$ cat src/rtl/regfile.sv
// 32x32 MIPS register file: two combinational read ports, one synchronous write port,
// same-cycle WB->ID bypass and a post-reset clear sequencer that stalls the pipeline.
module regfile #(
    parameter int unsigned REG_NUM = 32,
    parameter int unsigned REG_W   = 32
) (
    input  logic                       clk,
    input  logic                       rst,
    input  logic                       we,
    input  logic [$clog2(REG_NUM)-1:0] waddr,
    input  logic [REG_W-1:0]           wdata,
    input  logic                       re1,
    input  logic [$clog2(REG_NUM)-1:0] raddr1,
    output logic [REG_W-1:0]           rdata1,
    input  logic                       re2,
    input  logic [$clog2(REG_NUM)-1:0] raddr2,
    output logic [REG_W-1:0]           rdata2,
    output logic                       ready_o,
    output logic                       stallreq_o
);

    localparam int unsigned AW   = $clog2(REG_NUM);
    localparam int unsigned LAST = REG_NUM - 1;

    typedef enum logic {
        CLEAR = 1'b0,
        RUN   = 1'b1
    } state_t;

    state_t          state;
    state_t          state_next;
    logic [AW-1:0]   cnt;
    logic [AW-1:0]   cnt_next;
    logic            ready_next;
    logic [REG_W-1:0] regs [REG_NUM];

    // Sequencer state, clear counter and ready flag
    always_ff @(posedge clk) begin
        if (rst) begin
            state   <= CLEAR;
            cnt     <= '0;
            ready_o <= 1'b0;
        end else begin
            state   <= state_next;
            cnt     <= cnt_next;
            ready_o <= ready_next;
        end
    end

    always_comb begin
        state_next = state;
        cnt_next   = cnt;
        ready_next = ready_o;
        case (state)
            CLEAR: begin
                if (cnt == AW'(LAST)) begin
                    cnt_next   = '0;
                    state_next = RUN;
                    ready_next = 1'b1;
                end else begin
                    cnt_next = cnt + AW'(1);
                end
            end
            RUN: begin
                state_next = RUN;
            end
            default: begin
                state_next = CLEAR;
                cnt_next   = '0;
                ready_next = 1'b0;
            end
        endcase
    end

    // Array update: clearing owns the write port until the sequencer reaches RUN
    always_ff @(posedge clk) begin
        if (!rst) begin
            if (state == CLEAR) begin
                regs[cnt] <= '0;
            end else if (we && (waddr != '0)) begin
                regs[waddr] <= wdata;
            end
        end
    end

    always_comb begin
        rdata1 = '0;
        if (rst || !ready_o || !re1 || (raddr1 == '0)) begin
            rdata1 = '0;
        end else if (we && (waddr == raddr1)) begin
            rdata1 = wdata;
        end else begin
            rdata1 = regs[raddr1];
        end
    end

    always_comb begin
        rdata2 = '0;
        if (rst || !ready_o || !re2 || (raddr2 == '0)) begin
            rdata2 = '0;
        end else if (we && (waddr == raddr2)) begin
            rdata2 = wdata;
        end else begin
            rdata2 = regs[raddr2];
        end
    end

    assign stallreq_o = !ready_o;

endmodule

$ cat config.mk
export PLATFORM = sky130hd
export DESIGN_NAME = regfile
export DESIGN_NICKNAME = d
export VERILOG_FILES = /design/src/rtl/regfile.sv
export SDC_FILE = /design/constraint.sdc
export NUM_CORES = 1
export LEC_CHECK = 0
export ABC_AREA = 1
export ABC_CLOCK_PERIOD_IN_PS = 3200
export BUFFER_PORTS_ARGS = -buffer_cell sky130_fd_sc_hd__buf_2
export CAP_MARGIN = 20
export CELL_PAD_IN_SITES_DETAIL_PLACEMENT = 1
export CELL_PAD_IN_SITES_GLOBAL_PLACEMENT = 1
export CORE_ASPECT_RATIO = 2
export CORE_UTILIZATION = 43
export CTS_CLUSTER_DIAMETER = 80
export DETAILED_ROUTE_END_ITERATION = 10
export PLACE_DENSITY_LB_ADDON = 0.1
export SETUP_SLACK_MARGIN = 0.02
export SLEW_MARGIN = 5
export SYNTH_ARGS = -nofsm -noshare
export SYNTH_HDL_FRONTEND = slang
export SYNTH_SLANG_ARGS = --single-unit
$ cat constraint.sdc
create_clock -name clk -period 3.2 [get_ports clk]
set_input_delay 0.64 -clock clk [delete_from_list [all_inputs] [get_ports clk]]
set_output_delay 0.64 -clock clk [all_outputs]
set_load 0.005 [all_outputs]
Word level (Yosys, flattened, before mapping)
Memory sizes are Yosys's and may differ from the RTL's.
Index checks and enable logic that the tools add are counted.
W data, S select, Z words.
- add/sub/neg operators: 1
- equal/unequal tests: 3
- mux-type cells: 17
- bitwise logic cells: 1
- reduce and logical (&&, ||, !) cells: 16
- operators by type and width (operator ; count):
    $mux W32 ; 5
    $reduce_or A32 Y1 ; 1
    $eq A5 B5 Y1 ; 2
    $logic_not A5 Y1 ; 2
    $mux W5 ; 2
    $mux W1 ; 9
    $add A5 B1 Y5 const B ; 1
    $eq A5 B5 Y1 const B ; 1
    $logic_or A1 B1 Y1 ; 5
    $reduce_bool A5 Y1 ; 1
    $logic_and A1 B1 Y1 ; 3
    $logic_not A1 Y1 ; 3
    $pmux W1 S2 ; 1
    $reduce_and A2 Y1 ; 1
    $not A1 Y1 ; 1
- register bits after elaboration: 7
- RAM bits: 1024
- bits of input ports: 52
- output and inout port bits: 66
- word-level logic and storage cells: 42
- memories kept: 1
- memories (name ; depth ; width ; read ports ; clocked after memory_dff ; wr ports ; RTL line ; text):
    regs ; 32 ; 32 ; 2 ; 0 ; 1 ; 35 ; logic [REG_W-1:0] regs [REG_NUM];

Depth between registers and ports, before layout
Gate-level depths: netlist of the first run.
- depth in word-level cells: 8
- mapped depth: 11
- gate-level depth less buffers: 9

Worst setup path before layout of the first run
No wires, ideal clock.
- path kind: in2reg
- start: in waddr[2]
- end: mem regs[14][0], enable pin
- setup time: 421 ps
- arrival time: 2843 ps
- required time: 2779 ps
- path slack: -64 ps
- stages on the path: 8
- buffers on the path: 1
- cells stage by stage: inv_1 > nand4_1 > nand3_4 > buf_6 > nand2_1 > o21ai_1 > nand3_2 > nor2_1
- word-level cells in the longest chain between the ends: 8
- elaborated cells on any way between the ends: 9
- those cells by class: mux (6); reduce/logical (3)
- ends and longest elaborated chain (item ; RTL line ; text):
    from (decl) ; 10 ; input logic [$clog2(REG_NUM)-1:0] waddr,
    $reduce_bool A5 Y1 ; 80 ; end else if (we && (waddr != '0)) begin
    $logic_and A1 B1 Y1 ; 80 ;
    $mux W1 ; 80 ;
    $mux W1 ; 78 ; if (state == CLEAR) begin
    $mux W1 ; 77 ; if (!rst) begin
    $mux W1 (not written as such) ; 81 ; regs[waddr] <= wdata;
    $reduce_or A32 Y1 (no line) ; - ;
    $mux W5 (no line) or $mux W1 (tied branches) ; - ;
    to (decl) ; 35 ;
Parallel ways exist; a longest one is shown, timed or not.

Worst setup path after layout of the first run
- start: in raddr1[1]
- end: out rdata1[1]
- word-level cells in the longest chain between the ends: 4
- elaborated cells on any way between the ends: 7
- those cells by class: eq/ne (1); mux (2); reduce/logical (3); memory (1)
- ends and longest elaborated chain (item ; RTL line ; text):
    from (decl) ; 13 ; input logic [$clog2(REG_NUM)-1:0] raddr1,
    branches (longest 3 deep; another with $mem_v2 Z32 W32) ; - ;
    $mux W32 (*) ; 88 ; if (rst || !ready_o || !re1 || (raddr1 == '0)) begin
    to (decl) ; 14 ; output logic [REG_W-1:0] rdata1,
Mark *: on every way between the ends.

==> summary.txt, run 1 <==
GRT
  • Initial antenna violation count: 7
  • First-pass GRT wire length: 350,000 um
  • GR Util All Layers: a little under two fifths
  • GRT overflow: 0
  • Largest net degree at the start of global routing: 74
  • Vias in the first global route: around 54,000

Floorplanning
  • Die Width: around 260 um
  • Io pins: ~120
  • Cell Rows: 185
  • Core area: between 100,000 and 150,000 um^2
  • Chip height: approximately 510 um
  • Die area: between 100,000 and 150,000 um^2
  • Initial core utilization: approximately 44%

Worst setup path
  • Worst path top cell family by delay: buffers and inverters
  • Worst EP required: between 2 and 3 ns
  • Largest fanout on the critical path: 10
  • Slowest library cell on the worst path: nor2_4
  • Crit path DAT: between 2 and 3 ns
  • Most common cell on crit path: nand2_1
  • CP bufs+invs: 6
  • Max incr delay on CP: roughly 0.23 ns
  • Critical Path Source Type: input port
  • WS Path Type: in -> out
  • Critical path, cell by cell: buf_6 -> buf_4 -> inv_6 -> nor2_4 -> buf_4 -> clkbuf_16 -> nand2_1 -> nor2_1 -> nor2_1 -> nand2_1 -> nand3_1 -> nand2_1 -> a21oi_1 -> buf_2
  • Crit. End Element: output pin

Job
  • Max-Cap Viols: 0

Layout
  • Most frequent cells in the layout: 2,633 x nand2_1, 1,155 x nand3_1, 1,024 x edfxtp_1, 806 x nor2_1, 691 x inv_1
  • Layout Utilization: 50.6%
  • Most common cell after layout, fill and taps aside: nand2_1
  • P&R area growth vs syn: 16.3%
  • Final net count: between 7,000 and 8,000
  • Share of post-route cells with drive strength above 1: approximately a tenth

Timing
  • Unrepaired setup endpoints after global routing: yes
  • Final worst setup slack: about 0.0036 ns
  • Fin crit period: approximately 3.2 ns
  • Worst-Margin Slew: 0.748 ns
  • Final Hold Fails: 0
  • Setup TNS: 0 ns
  • Max Fclk: between 300 and 400 MHz
  • Clock skew: 0.0360 ns
  • Final setup viols: 0
  • Rel. slew slack: ~50%
  • Slew Viols, Final: 0
  • Final period utilization: 99.9%

Detailed routing
  • Vias per cell: between 5 and 6
  • Vias post-DR: approximately 52,000
  • Post-route DRC: 0
  • DR pass1 iterations: 5
  • Post-Route WL: 245,000 um
  • ANT nets after route: 0
  • First DRT Iteration DRCs: 4,742
  • Routed WL per cell: approximately 28 um

CTS
  • Clock latency on the worst-skew pair: 0.73 ns
  • Number of H-tree levels: 3
  • Hold-fix buffers, CTS: 0
  • CTS buffer count: a little under 100
  • Reg clk slew, reported paths: ~0.070 ns
  • CTS tree: built
  • Clk sink count: just over 1,000
  • Clock Path Buffers: 3
  • Clk root buf: clkbuf_16

Placement
  • Post-DP HPWL: around 150,000 um
  • GPL Wtd Cong: approximately 0.88
  • PortBufs: around 120
  • Worst slack, placed: -0.192 ns

Logic synthesis
  • Post-Synthesis Cells: approximately 7,000
  • Post-synth net total: slightly above 7,000
  • Post-Syn Area per Cell: roughly 7.9 um^2
  • Synth warnings: 0
  • Sequential fraction of the synthesis area: a little under three fifths
  • Syn Std Cell Area: approximately 55,000 um^2
  • Register bit count reported by yosys: between 1,000 and 1,500
  • Yosys cell types: 26

Power
  • Cell Pwr Density: between 400 and 500 nW/um^2
  • Leakage power: about 0.029 uW
  • Max VDD drop: 0.000498 V

Outcome
  • Status: finished, final reports clean

Hold path
  • HP Class: in -> reg
==> sequential cells by signal, summed over array words and instances (netlist names) <==
register,count
cnt,5
ready_o,1
state,1
regs,1024
==> synthesized netlist by cell type, drive strengths merged <==
cell    count  area, um^2
ha          2        25.0
dfxtp       7         140
a21oi      69         345
xor2        2        17.5
nand4       5        31.3
nand3    1162        5850
nor2      849        3190
nor3        4        20.0
o22ai       5        31.3
o21ai      79         403
clkinv      1        3.75
clkbuf    124         468
nand2    2644        9920
buf       309        1550
edfxtp   1024       30700
inv       702        2640
==> metal layers <==
layer	GRT usage, %	vias to the layer above	share of wire [%]
li1	-	22600	-
met1	43.0	25900	37
met2	63.4	2247	49
met3	5.13	787	7.1
met4	23.7	2	7.3
met5	0	-	0.0053
==> layout make-up <==
cell class	instances	area, um^2
repair buffers	462	5340
clock inverters	53	578
fillers	15300	62900
flip-flops and latches	1031	30900
clock buffers	125	2600
well taps	1683	2110
inverters	703	2680
multi-input cells	4821	20200
diodes	3	7.51
==> through the flow <==
stage / instance area (um^2) / power [uW] / hold WS, ns / instances
finish: 64400 / 30400 / 0.230 / 8881
global route: 64400 / 31100 / 0.257 / 8879
detailed placement: 60700 / 18300 / 0.516 / 8680
CTS: 63900 / 30300 / 0.195 / 8858
global placement: 60700 / 18300 / 0.512 / 8680
floorplan: 55400 / 16800 / 0.478 / 6988
==> logic make-up (layout without fill, tap and decap cells) <==
family                   count (synthesis)  in the layout  share of synthesized area [%]
AND/OR/NAND/NOR                       4664           4664                           34.3
buffers and inverters                 1136           1343                           8.40
flip-flops                            1031           1031                           55.8
AO/OA/AOI/OAI                          153            153                           1.41
adder cells (fa/ha/maj)                  2              2                         0.0452
XOR/XNOR                                 2              2                         0.0316
other                                    0              3                              0
==> power by group <==
group	internal, uW	switching [uW]	leakage (uW)
clock	6700	5480	0.00154
combinational	1040	2420	0.0186
sequential	14700	37.9	0.00838
total	22500	7940	0.0285
==> what timing repair did <==
item | in CTS | in global routing
buffers inserted | 0 | 11
resized for setup | 5 | 37
gates cloned | 0 | 10
endpoints found under the setup margin | 11 | 21
hold endpoints to repair | 0 | 0
pin swaps | 0 | 3
==> final timing paths <==
check             depth (start not counted)       from  slack (ns)          end
setup / recovery                         14  raddr1[1]       0.004    rdata1[1]
hold / removal                            2        rst        0.23      ready_o
setup reg to reg                          9      state        0.43  regs[3][25]
hold reg to reg                           2     cnt[0]        0.53       cnt[0]
(Power assumes the default switching activity.)
==> run 2, diff against run 1 <==
==> constraint.sdc (replaced) <==
create_clock -name clk -period 3.2 [get_ports clk]
set_input_delay 0 -clock clk [delete_from_list [all_inputs] [get_ports clk]]
set_output_delay 0 -clock clk [all_outputs]
set_load 0.005 [all_outputs]
==> run 2 against run 1 <==
  * Clock power grew 6%
  * Non-clock buffer count is 80 lower
  * Cell count fell by 0.86%
  * Wire length up 0.57%
  * Highest routed layer unchanged
  * Critical endpoint is now regs[14][14]
  * Largest power group unchanged
==> summary.txt, run 2 (synthesis gave the netlist of run 1 again) <==
Worst setup path
  • Crit path DAT: 3.27 ns (+0.71 ns)
  • Reg2Reg Setup Slack: 0.30 ns (-0.13 ns)
  • Largest fanout on the critical path: 19 (+9)
  • Critical Path Source Type: flip-flop
  • Worst reg2reg path depth: 9 (unchanged)
  • Worst r2r dst: regs[14][14]
  • Crit. End Element: flip-flop
  • Reg2reg start: state
  • WS Path Type: reg -> reg
  • Worst EP required: 3.57 ns (+1.01 ns)

Placement
  • PortBufs: 117 (unchanged)
  • GPL Wtd Cong: 0.892 (+1.0%)
  • Post-DP HPWL: 153,000 um (+5.2%)

Power
  • Max VDD drop: 0.000508 V (+2.0%)
  • Leakage power: 0.0278 uW (-2.6%)
  • Psw: 8110 uW (+2.1%)
  • Internal power: 22,800 uW (+1.6%)
  • Reg power frac: 47.7% (-0.8 points)
  • Clk pwr share: 41.7% (+1.6 points)
  • Sw Ratio: 26.2% (+0.098 points)
  • Comb pwr share: 10.5% (-0.9 points)
  • Cell Pwr Density: 493 nW/um^2 (+4.5%)

CTS
  • Hold-fix buffers, CTS: 32 (+32)
  • Reg clk slew, reported paths: 0.07 ns (about the same)
  • CTS tree: built
  • Post-CTS Resized: 0 (-5)
  • Clock Path Buffers: 3 (unchanged)
  • Number of H-tree levels: 3 (unchanged)
  • CTS buffer count: 99 (unchanged)
  • Clk sink count: 1,031 (unchanged)
  • Clk root buf: clkbuf_16
  • Clock latency on the worst-skew pair: 0.74 ns (about the same)
  • Setup Buffers After CTS: 0 (unchanged)

Floorplanning
  • Chip height: 510 um (unchanged)
  • Die Width: 256 um (unchanged)
  • Initial core utilization: 43.5% (unchanged)
  • Cell Rows: 185 (unchanged)
  • Die area: 130,000 um^2 (unchanged)
  • Core area: 127,000 um^2 (unchanged)
  • Io pins: 118 (unchanged)

GRT
  • GR Util All Layers: 37.5% (+0.70 points)
  • Initial antenna violation count: 4 (-3)
  • GRT overflow: 0 (unchanged)
  • First-pass GRT wire length: 354,000 um (+1.2%)
  • Vias in the first global route: 53,000 (-1.2%)
  • Largest net degree at the start of global routing: 142 (+92%)

Hold path
  • Min-Delay Endpoint: regs[20][30]
  • HP Class: in -> reg
  • Min-delay src: wdata[30]
  • Worst hold stages: 4 (+2)

Timing
  • Worst-Margin Slew: 0.907 ns (+0.159 ns)
  • Clock skew: 0.0187 ns (-0.0174 ns)
  • Setup TNS: 0 ns (unchanged)
  • Slew Viols, Final: 0 (unchanged)
  • Final Hold Fails: 0 (unchanged)
  • Rel. slew slack: 39.6% (-11 points)
  • Max Fclk: 345 MHz (+10%)
  • Unrepaired setup endpoints after global routing: no
  • Final period utilization: 90.6% (-9.3 points)
  • Final setup viols: 0 (unchanged)
  • Fin crit period: 2.90 ns (-0.298 ns)

Detailed routing
  • ANT nets after route: 0 (unchanged)
  • Vias post-DR: 51,000 (-0.98%)
  • Routed WL per cell: 27.9 um (+1.4%)
  • Post-route DRC: 0 (unchanged)
  • Post-Route WL: 246,000 um (+0.57%)
  • First DRT Iteration DRCs: 4,343 (-8.4%)
  • DR pass1 iterations: 6 (+1)
  • Vias per cell: 5.80 (-0.13%)

Outcome
  • Status: finished, final reports clean

Layout
  • Layout Utilization: 49.3% (-1.3 points)
  • Most common cell after layout, fill and taps aside: nand2_1
  • Largest register by flop count: regs
  • Share of post-route cells with drive strength above 1: 7.89% (-1.5 points)
  • Top flop regs: regs (1024), cnt (5)
  • Most frequent cells in the layout: 2,644 x nand2_1, 1,155 x nand3_1, 1,024 x edfxtp_1, 807 x nor2_1, 691 x inv_1
  • Final net count: 7,092 (-1.1%)
  • Max reg flops: 1,024 (unchanged)
  • P&R area growth vs syn: 13.2%

Job
  • Max-Cap Viols: 0 (unchanged)
run 2: worst max-delay path by stage:
stage | from | end | slack [ns] | cells past startpoint
finish | state | regs[14][14] | 0.30 | 9
global route | state | regs[14][14] | 0.20 | 9
CTS | state | regs[14][13] | 0.36 | 9
detailed placement | state | regs[14][14] | 0.37 | 9
global placement | state | regs[14][27] | 0.39 | 9
floorplan | state | regs[14][0] | 0.18 | 7
run 2: metal layers:
layer	share of wire [%]	GRT usage, %
met5	0.014	0
met4	7.8	26.9
met3	6.5	5.71
met2	49	64.8
met1	36	42.2
run 2: worst max-delay path, stage by stage (launching register included):
cell	delay (ns)
dfxtp_1	0.42
inv_2	0.11
nor2_4	0.13
nand3_4	0.19
buf_4	0.27
o21ai_2	0.16
nand3_2	0.36
buf_4	0.29
nor2_4	0.11
buf_4	0.44
run 2: power by group through the flow:
| stage | clock network [uW] | logic [uW] | registers, uW |
|---|---|---|---|
| global route | 13400 | 3450 | 14800 |
| CTS | 13000 | 3210 | 14800 |
| finish | 12900 | 3260 | 14800 |
| global placement | 0 | 3120 | 15100 |
| detailed placement | 0 | 3160 | 15100 |
| floorplan | 0 | 1790 | 15000 |
run 2: per-stage QoR:
stage                     total power, uW  instances  hold WS, ns  setup slack, ns  instance area, um^2
after CTS                           31000       8802       0.0154            0.357                62700
after floorplan                     16800       6988       0.0691            0.177                55400
after global placement              18200       8588        0.330            0.394                59000
after global routing                31600       8803       0.0599            0.204                62700
after detailed placement            18200       8588        0.337            0.367                59000
final                               30900       8805       0.0356            0.301                62700
run 2: area by class of cell:
| type | instances | area (um^2) |
|---|---|---|
| Clock buffer | 122 | 2650 |
| Timing Repair Buffer | 382 | 3470 |
| Clock inverter | 60 | 774 |
| Antenna cell | 3 | 7.51 |
| Multi-Input combinational cell | 4821 | 20100 |
| Fill cell | 15400 | 64600 |
| Inverter | 703 | 2670 |
| Tap cell | 1683 | 2110 |
| Sequential cell | 1031 | 30900 |
